<file path="config.mk">
export PLATFORM = sky130hd
export DESIGN_NAME = pwr_domain_sequencer
export DESIGN_NICKNAME = d
export VERILOG_FILES = /design/src/rtl/pwr_domain_sequencer.sv
export SDC_FILE = /design/constraint.sdc
export NUM_CORES = 1
export LEC_CHECK = 0
export ABC_CLOCK_PERIOD_IN_PS = 2100
export CORE_AREA = 2 2 39 41
export CTS_BUF_LIST = sky130_fd_sc_hd__clkbuf_8
export DETAILED_ROUTE_END_ITERATION = 8
export DIE_AREA = 0 0 41 43
export DONT_BUFFER_PORTS = 1
export PLACE_DENSITY_LB_ADDON = 0.12
export SYNTH_ARGS = -nofsm -noshare
export SYNTH_HDL_FRONTEND = slang
export SYNTH_SLANG_ARGS = --single-unit
</file>
<file path="constraint.sdc">
create_clock -name clk -period 2.1 [get_ports clk]
set_clock_uncertainty 0.15 [all_clocks]
set_input_delay 0.315 -clock clk [delete_from_list [all_inputs] [get_ports clk]]
set_output_delay 0.315 -clock clk [all_outputs]
set_load 0.1 [all_outputs]
</file>
<file path="src/rtl/pwr_domain_sequencer.sv">
// Power-down/up sequencer for the switchable MIPS domain: answers sw_ctrl_net with
// clock-gate, isolate, save, switch-off, then switch-on, settle, restore, de-isolate.
module pwr_domain_sequencer #(
  parameter int ISO_CYC     = 2,
  parameter int SETTLE_CYC  = 4,
  parameter int ACK_TIMEOUT = 16,
  parameter int CNT_W       = 5
) (
  input  logic       clk,
  input  logic       reset,
  input  logic       sw_ctrl_net,
  input  logic       pswitch_ack,
  output logic       clk_en,
  output logic       iso_en,
  output logic       ret_save,
  output logic       ret_restore,
  output logic       pswitch_en,
  output logic       sw_enable,
  output logic       err,
  output logic [3:0] state
);

  typedef enum logic [3:0] {
    ON       = 4'd0,
    CLK_STOP = 4'd1,
    ISO      = 4'd2,
    SAVE     = 4'd3,
    SW_OFF   = 4'd4,
    OFF      = 4'd5,
    SW_ON    = 4'd6,
    SETTLE   = 4'd7,
    RESTORE  = 4'd8,
    ISO_REL  = 4'd9
  } state_t;

  localparam logic [CNT_W-1:0] ISO_LAST    = CNT_W'(ISO_CYC - 1);
  localparam logic [CNT_W-1:0] SETTLE_LAST = CNT_W'(SETTLE_CYC - 1);
  localparam logic [CNT_W-1:0] ACK_LAST    = CNT_W'(ACK_TIMEOUT - 1);

  state_t           cur;
  state_t           nxt;
  logic [CNT_W-1:0] cnt;
  logic             err_nxt;

  always_ff @(posedge clk or posedge reset) begin
    if (reset) begin
      cur <= ON;
      cnt <= '0;
      err <= 1'b0;
    end else begin
      cur <= nxt;
      cnt <= (nxt != cur) ? '0 : cnt + 1'b1;
      err <= err_nxt;
    end
  end

  always_comb begin
    nxt     = cur;
    err_nxt = err;
    case (cur)
      ON:       if (sw_ctrl_net) nxt = CLK_STOP;
      CLK_STOP: nxt = sw_ctrl_net ? ISO : ISO_REL;
      ISO: begin
        if (!sw_ctrl_net)         nxt = ISO_REL;
        else if (cnt == ISO_LAST) nxt = SAVE;
      end
      SAVE:     nxt = SW_OFF;
      // A stuck ack is flagged but the sequence still advances.
      SW_OFF: begin
        if (!pswitch_ack) begin
          nxt = OFF;
        end else if (cnt == ACK_LAST) begin
          nxt     = OFF;
          err_nxt = 1'b1;
        end
      end
      OFF:      if (!sw_ctrl_net) nxt = SW_ON;
      SW_ON: begin
        if (pswitch_ack) begin
          nxt = SETTLE;
        end else if (cnt == ACK_LAST) begin
          nxt     = SETTLE;
          err_nxt = 1'b1;
        end
      end
      SETTLE:   if (cnt == SETTLE_LAST) nxt = RESTORE;
      RESTORE:  nxt = ISO_REL;
      ISO_REL:  nxt = ON;
      default:  nxt = ON;
    endcase
  end

  always_comb begin
    clk_en      = 1'b0;
    sw_enable   = 1'b0;
    iso_en      = 1'b0;
    ret_save    = 1'b0;
    ret_restore = 1'b0;
    pswitch_en  = 1'b1;
    case (cur)
      ON: begin
        clk_en    = 1'b1;
        sw_enable = 1'b1;
      end
      ISO, SETTLE, SW_ON: iso_en = 1'b1;
      SAVE: begin
        iso_en   = 1'b1;
        ret_save = 1'b1;
      end
      SW_OFF, OFF: begin
        iso_en     = 1'b1;
        pswitch_en = 1'b0;
      end
      RESTORE: begin
        iso_en      = 1'b1;
        ret_restore = 1'b1;
      end
      default: ;
    endcase
  end

  assign state = cur;

endmodule
</file>
---- After elaboration in Yosys (flattened, before gate mapping) ----
Cells that the tools add are included.
word-level totals
  bits in registers ....................... 10
  bits of input ports ..................... 4
  output and inout port bits .............. 11
  logic and storage cells ................. 44
operators by class
  add/subtract/negate cells ............... 1
  equal/unequal tests ..................... 14
  mux-type cells .......................... 21
  reductions and logical operators ........ 5
operators with widths
  cell                                                                   count
  4-bit two-way mux                                                      10
  4-bit one-hot mux with 9 select lines                                  1
  4-bit by 3-bit equality test with 1-bit output, second input constant  4
  4-bit by 2-bit equality test with 1-bit output, second input constant  2
  1-bit two-way mux                                                      8
  7-bit OR reduction                                                     1
  5-bit by 1-bit adder with 5-bit output, second input constant          1
  5-bit by 1-bit equality test with 1-bit output, second input constant  1
  5-bit by 2-bit equality test with 1-bit output, second input constant  1
  5-bit by 4-bit equality test with 1-bit output, second input constant  1
  5-bit two-way mux                                                      1
  4-bit by 1-bit equality test with 1-bit output, second input constant  1
  4-bit equality test, second input constant                             1
  4-bit logical NOT                                                      1
  2-bit inequality test, second input constant                           2
  4-bit inequality test                                                  1
  3-bit AND reduction                                                    1
  1-bit one-hot mux with 2 select lines                                  1
  2-bit nonzero test                                                     1
  2-bit OR reduction                                                     1

---- Depth between registers and ports, before layout ----
Gate-level depths: netlist of the first run.
  word-level depth ........................ 6
  mapped depth ............................ 7
  depth with buffers taken out ............ 7

---- Worst setup path before layout of the first run ----
Ideal clock, no wire load.
  path kind ............................... register to output
  start ................................... register cur[0], in the netlist state[0]
  end ..................................... output port sw_enable
  arrival ................................. 4.811 ns
  required time ........................... 1.635 ns
  setup slack ............................. -3.176 ns
  cell stages (with the launch flop) ...... 5
  buffers on the path ..................... 3
  cells stage by stage .................... dfrtp_1 buf_6 buf_2 nor4_1 buf_4
on the way
  cells in the longest elaborated chain, start to end .. 2
ends and longest elaborated chain
  element                 line  RTL
  from (decl)             40    state_t cur;
  from (signal assigned)  51    cur <= nxt;
  4-bit logical NOT       n/a
  1-bit two-way mux       n/a
  to (decl)               18    output logic sw_enable,
Every way passes these cells.

---- Worst setup path after layout of the first run ----
  start ................................... register cnt[1]
  end ..................................... register cnt[0]
on the way
  cells in the longest elaborated chain, start to end .. 6
  elaborated cells on any way between the ends .. 13
  classes of those cells .................. eq/ne: 4; mux: 9
ends and longest elaborated chain
  element                                                                                                                  line        RTL
  from (decl)                                                                                                              42          logic [CNT_W-1:0] cnt;
  from (signal assigned)                                                                                                   52          cnt <= (nxt != cur) ? '0 : cnt + 1'b1;
  5-bit by 4-bit equality test with 1-bit output / 5-bit by 1-bit equality test with 1-bit output (equally long branches)  72, 81, 65
  4-bit two-way mux (on tied branches)                                                                                     81, 65, 72
  4-bit two-way mux (on tied branches)                                                                                     79, 64, 70
  4-bit one-hot mux with 9 select lines *                                                                                  60          case (cur)
  4-bit inequality test *                                                                                                  52
  5-bit two-way mux *                                                                                                      52
Every way passes the cells marked *; elsewhere a longest branch is shown, timed or not.
A chain may end at the register's enable or synchronous reset.

==> results of run 1 <==
-- worst max-delay path, delay by kind of cell, from the launching register on --
kind | cells | cell delay, ns
flip-flops | 1 | 0.39
AO/OA/AOI/OAI | 3 | 0.42
adder cells (fa/ha/maj) | 2 | 0.40
AND/OR/NAND/NOR | 2 | 0.55
-- what timing repair did --
action,in CTS,in global routing
hold buffers,1,0
endpoints found under the hold margin,10,0
setup buffers,0,1
gates resized for setup,0,3
endpoints found under the setup margin,0,6
-- routing by layer --
metal  part of all wire  global-route usage
met1               0.43               0.327
met2               0.50               0.403
met3              0.047              0.0733
met4              0.027               0.127
met5                  0                   0
-- flip-flops by register name, summed over array words and instances (netlist names) --
register,count
cnt,5
state,4
err,1
-- through the flow --
stage,util,setup WS (ns),area [um^2]
2_1_floorplan,-,-0.768,848
3_3_place_gp,0.685,0.136,948
3_5_place_dp,0.685,0.0524,948
4_1_cts,0.732,0.0261,1010
5_1_grt,0.745,-0.00339,1030
6_report,0.745,0.0695,1030
-- final cells by class --
| type | instances | share of cell area |
|---|---|---|
| Sequential cell | 10 | 0.252 |
| Timing Repair Buffer | 13 | 0.160 |
| Clock buffer | 4 | 0.0534 |
| Tap cell | 16 | 0.0194 |
| Multi-Input combinational cell | 63 | 0.482 |
| Inverter | 8 | 0.0328 |
-- layout by cell type, fill, tap and decap left out, drive strengths merged, types with 3 or more instances in the layout --
master,count
nor4,5
inv,7
nor4b,3
xor2,3
clkbuf,4
dfrtp,10
buf,12
nor2,4
ha,3
nand2,5
o21ai,5
nor3,4
a32o,3
a21oi,7
-- kinds of logic after synthesis --
| family | count (synthesis) |
|---|---|
| simple gates | 33 |
| compound gates | 23 |
| buf+inv | 16 |
| flops | 10 |
| xor+xnor | 4 |
| fa+ha+maj | 3 |
-- worst paths after layout --
kind,from,end,slack (ns),cells after the start
hold / removal,sw_ctrl_net,state[1],0.08,2
hold reg to reg,cnt[0],cnt[0],0.46,2
setup / recovery,cnt[1],cnt[0],0.07,7
min in group asynchronous,reset,cnt[4],0.36,2
setup reg to reg,cnt[1],cnt[0],0.07,7
max in group asynchronous,reset,state[0],1.12,2
==> results.txt, run 1 <==
The worst setup path is of the reg2reg kind. For this run, the top clock speed supported by timing is 492 MHz. The number of I/O pins came out at 15. The total overflow left after global routing is 0. The maximum number of buffers from clock root to sink is 2.

The simple-gate share of the synthesized area came out at 0.273. Clock latency on the worst-skew pair, taken at its later pin, is 0.24 ns. The number of core rows is 14. The overall die area is 1760 um^2. The number of antenna violations at the first check in global routing came out at 0. The flow ran to the end, and the final reports show no timing, DRC or antenna violations. The number of standard cells in the layout, taps in and fillers out is 114. The share of cell area taken by muxes after synthesis is 0. The net count of the finished layout is 106. The CTS root buffer is sky130_fd_sc_hd__clkbuf_8. The final HPWL from detailed placement came out at 1330 um. By instance count, the leading cell after synthesis is sky130_fd_sc_hd__dfrtp_1.

The area growth from synthesis to layout came out at 29.2%. The standard cell core area came out at 1380 um^2. Detailed routing inserted a total of 727 vias. The post-synthesis sequential element count came out at 10. Of the total synthesized cell area, the portion taken by XOR and XNOR cells is 0.0439. The CTS H-tree depth is 1. The number of warning messages in the yosys log came out at 0. The global routing usage summed across all routing layers came out at 0.264.

The initial utilization of the core area, before any placement, comes to 0.577. Yosys attributes the largest share of cell area to sky130_fd_sc_hd__dfrtp_1, sky130_fd_sc_hd__ha_1, sky130_fd_sc_hd__nor4_1. The pin slew with the least headroom to its limit came out at 0.891 ns. The count of endpoints failing hold in the final timing report came out at 0. The detailed router finished its first iteration with 17 violations. The most common flop cell mapped by yosys is sky130_fd_sc_hd__dfrtp_1. The sum of negative setup slack is 0 ns.

The synthesized area per cell is 8.97 um^2. Of the post-synthesis cell area, the dominant cell type holds 0.313. The first-pass GRT wire length came out at 3110 um.

After synthesis, the most frequently instantiated cells are sky130_fd_sc_hd__dfrtp_1, sky130_fd_sc_hd__inv_1, sky130_fd_sc_hd__a21oi_1. The type of element capturing the critical path is a flip-flop. The clock net in this run drives a total of 10 sinks. The area used by multi-input combinational logic is 497 um^2. Dividing the final minimum period by the clock period gives 0.967. The die extent in x came out at 41 um.

Synthesis instantiated 36 different standard cells from the library. After clock tree synthesis, the clock-pin slew on the worst setup and hold paths is 0.05 ns. The DRC violations left is 0. Buffers placed on the I/O ports in this run total 0. The max-cap violation count is 0. Yosys mapped a number of flops with a built-in enable equal to 0. The worst hold path belongs to the class in2reg. Of the total synthesized cell area, the portion taken by full adders, half adders and majority gates is 0.0470.

The sequential cells in the finished layout cover a total of 260 um^2. The synthesized instance count is 89. Of all flip-flops after synthesis, the portion carrying an async set or reset was 1.00.

On the critical path, the stage with the largest delay is an instance of sky130_fd_sc_hd__dfrtp_1. The height of the chip is 43 um. In the routed layout, each cell is associated on average with a via count of 6.38. The filler cells instantiated in the layout total 96.

The biggest area contributor in the post-synthesis netlist is sky130_fd_sc_hd__dfrtp_1. The detailed-route wire length is 1970 um. The highest cell delay on the worst timing path is 0.39 ns. Synthesis produced a netlist with a net count of 96. The last weighted congestion value of the routability-driven placer came out at 0.752. The fraction of layout instances using a drive strength above 1 came out at 0.337. The average routed wire per standard cell came out at 17.3 um. The number of slew-limit violations in the final report is 0. Walking the worst path, the cells encountered are ha_2 -> and3_1 -> ha_1 -> a21oi_1 -> or3b_4 -> o21a_4 -> a32o_1. The total setup violations reported at the end of the flow is 0.

The worst hold slack is 0.0818 ns. In this run the worst path has a maximum fanout of 5. Measured against its own limit, the worst slew margin works out to 0.406.

The number of global-route vias before repair is 726. The combined area of all synthesized cells came out at 798 um^2. Entering global routing, the biggest net connects 17 pins. The number of placed instances, taps included, is 108. The sequential element share of the synthesized area came out at 0.313. The largest family of logic cells by synthesized area is simple AND/OR/NAND/NOR gates. The length of the first detailed-routing pass in iterations came out at 4. The TritonCTS clock tree is done.

The data arrival time of the critical path came out at 2.01 ns. The total inserted antenna cells is 0. The clock period minus worst slack came out at 2.03 ns. Once detail routing completed, the nets flagged for antenna violations numbered 0.

The number of buffers created by CTS came out at 3. STA classifies the critical path startpoint as a flip-flop. The compound-gate portion of the synthesized area came out at 0.215. The worst path required time is 2.08 ns.
Power of run 1 is left out: the tool's default activity adds up to more than one toggle a clock period on the data nets, which glitch-free logic cannot reach.
==> inputs of run 2 (changes only) <==
--- a/config.mk
+++ b/config.mk
@@ -11,6 +11,7 @@
 export DETAILED_ROUTE_END_ITERATION = 8
 export DIE_AREA = 0 0 41 43
 export DONT_BUFFER_PORTS = 1
+export MAX_ROUTING_LAYER = met4
 export PLACE_DENSITY_LB_ADDON = 0.12
 export SYNTH_ARGS = -nofsm -noshare
 export SYNTH_HDL_FRONTEND = slang
==> results.txt, run 2 (same netlist as run 1, synthesis figures left out) <==
The max-cap violation count came out at 0 (unchanged). The effective utilization at floorplan came out at 0.577 (unchanged). The worst path required time was 1.63 ns (-0.45 ns). The CTS H-tree depth is 1 (unchanged). The last weighted congestion value of the routability-driven placer was 0.762 (+1.3%). The combined buffer and inverter count along the critical path came out at 2 (+2). The pin slew with the least headroom to its limit came out at 0.891 ns (-0.0000159 ns). The standard cell core area came to 1380 um^2 (unchanged). The share of the clock period used by the worst path after layout came out at 0.965 (-0.00181).

The highest layer touched by signal routing is met4. The post-detailed-route via-to-cell ratio came out at 6.25 (-1.9%). The via total after detailed routing is 713 (-1.9%).

The number of I/O pins came out at 15 (unchanged). The quantity of I/O buffers inserted on ports is 0 (unchanged). The number of core rows is 14 (unchanged). The DRC violations left came out at 0 (unchanged). The data arrival time of the critical path was 1.56 ns (-0.45 ns).

The average routed wire per standard cell is 17.1 um (-0.86%). The height of the chip was 43 um (unchanged). The global routing usage summed across all routing layers is 0.271 (+0.00658).

The total congestion overflow after global routing is 0 (unchanged). The largest net degree at the start of global routing came out at 17 (unchanged). The clock period minus worst slack is 2.03 ns (-0.00381 ns).

The met2 routed wirelength came to 977 um (-0.71%). The clock slew seen by the registers of the worst setup and hold paths is 0.05 ns (about the same). The flip-flop count of the largest register, all copies and words added came out at 5 (unchanged).

The detailed-route wire length came out at 1950 um (-0.86%). More flip-flops sit in one register than any other, and that register is cnt. The CTS sink count is 10 (unchanged). The cell area after placement came out at 948 um^2 (unchanged).

The die extent in x was 41 um (unchanged). The number of global-route vias before repair is 726 (unchanged). The number of standard cells in the layout, taps in and fillers out is 114 (unchanged).

The count of endpoints failing hold in the final timing report is 0 (unchanged). The worst min-delay path category is in2reg. The largest fanout of any net on the critical path was 10 (+5). The number of antenna violations at the first check in global routing is 0 (unchanged). The highest cell delay on the worst timing path is 0.54 ns (+0.15 ns). The flow ran to the end, and the final reports show no timing, DRC or antenna violations. The number of design-rule violations left by the first detailed-router iteration came out at 17 (unchanged). The highest attainable clock frequency is 493 MHz (+0.19%).

The tree is rooted in a sky130_fd_sc_hd__clkbuf_8. Among all stages on the critical path, the largest delay is contributed by sky130_fd_sc_hd__dfrtp_4. The number of slew-limit violations in the final report was 0 (unchanged).

STA classifies the critical path endpoint as an output port. The max-slew headroom at the worst pin was 0.406 (about the same). The final HPWL from detailed placement is 1330 um (unchanged). The top cell types in the final layout, fill and taps aside, are sky130_fd_sc_hd__inv_1, sky130_fd_sc_hd__buf_4, sky130_fd_sc_hd__a21oi_1, sky130_fd_sc_hd__dfrtp_1, sky130_fd_sc_hd__nand2_1. The TritonCTS clock tree is done. The sum of negative setup slack was 0 ns (unchanged). The total inserted antenna cells is 0 (unchanged). The final standard cell utilization of the core came out at 0.745 (unchanged).

The routed length on met1 came out at 831 um (-0.84%). The area growth from synthesis to layout is 29.2% (unchanged). The overall die area is 1760 um^2 (unchanged).

The worst setup path is launched from a flip-flop. The first-pass GRT wire length was 3110 um (unchanged). The fraction of layout instances using a drive strength above 1 is 0.337 (unchanged). The post-route antenna net violation count is 0 (unchanged).

The total setup violations reported at the end of the flow is 0 (unchanged). The length of the first detailed-routing pass in iterations is 4 (unchanged). The startpoint-to-endpoint class of the critical path is reg2out. The insertion delay to the later sink of the worst-skew pair is 0.24 ns (about the same). The routed length on met3 came out at 90 um (-3.2%). The final design instance area without fill came out at 1030 um^2 (unchanged). The final layout net count came out at 106 (unchanged). The maximum number of buffers from clock root to sink is 2 (unchanged). The signal on the critical path passes through nor2_1 -> nand3b_1 -> clkinvlp_4 -> buf_8. The number of buffers created by CTS is 3 (unchanged).

The kind of cell with the highest combined delay along the critical path is flip-flops. The cell total after placement is 108 (unchanged).
run 2: cell counts in the layout (fill, tap and decap cells not counted):
Identical to the previous run, type by type.
run 2: repair_timing:
action | in CTS | in global routing
buffers inserted | 0 | 1
endpoints found under the setup margin | 0 | 6
hold buffers | 1 | 0
endpoints found under the hold margin | 10 | 0
resized for setup | 0 | 3
run 2: final timing paths:
kind	slack (ns)	endpoint	from	depth (start not counted)
max	0.07	ret_restore	state[2]	4
min	0.08	state[1]	sw_ctrl_net	2
max reg2reg	0.08	cnt[0]	cnt[1]	7
min reg2reg	0.46	cnt[0]	cnt[0]	2
max in group asynchronous	1.12	state[0]	reset	2
min in group asynchronous	0.36	cnt[4]	reset	2
run 2: cell type report:
type                       instances  area (um^2)
sequential                        10          260
timing repair buffer              13          165
fill                              96          353
inverter                           8         33.8
tap                               16         20.0
clock buffer                       4         55.1
multi-input combinational         63          497
run 2: per-stage QoR:
stage	hold WS, ns	setup slack (ns)
2_1_floorplan	0.00508	-0.768
3_3_place_gp	0.0677	0.136
3_5_place_dp	0.0603	0.0524
4_1_cts	0.0831	0.0261
5_1_grt	0.0830	-0.00339
6_report	0.0810	0.0733
run 2: layer usage:
metal	track usage	vias up
li1	-	344
met1	0.330	339
met2	0.403	23
met3	0.0681	7
met4	0.127	0
met5	-	-
Power of run 2 is left out for the same reason.
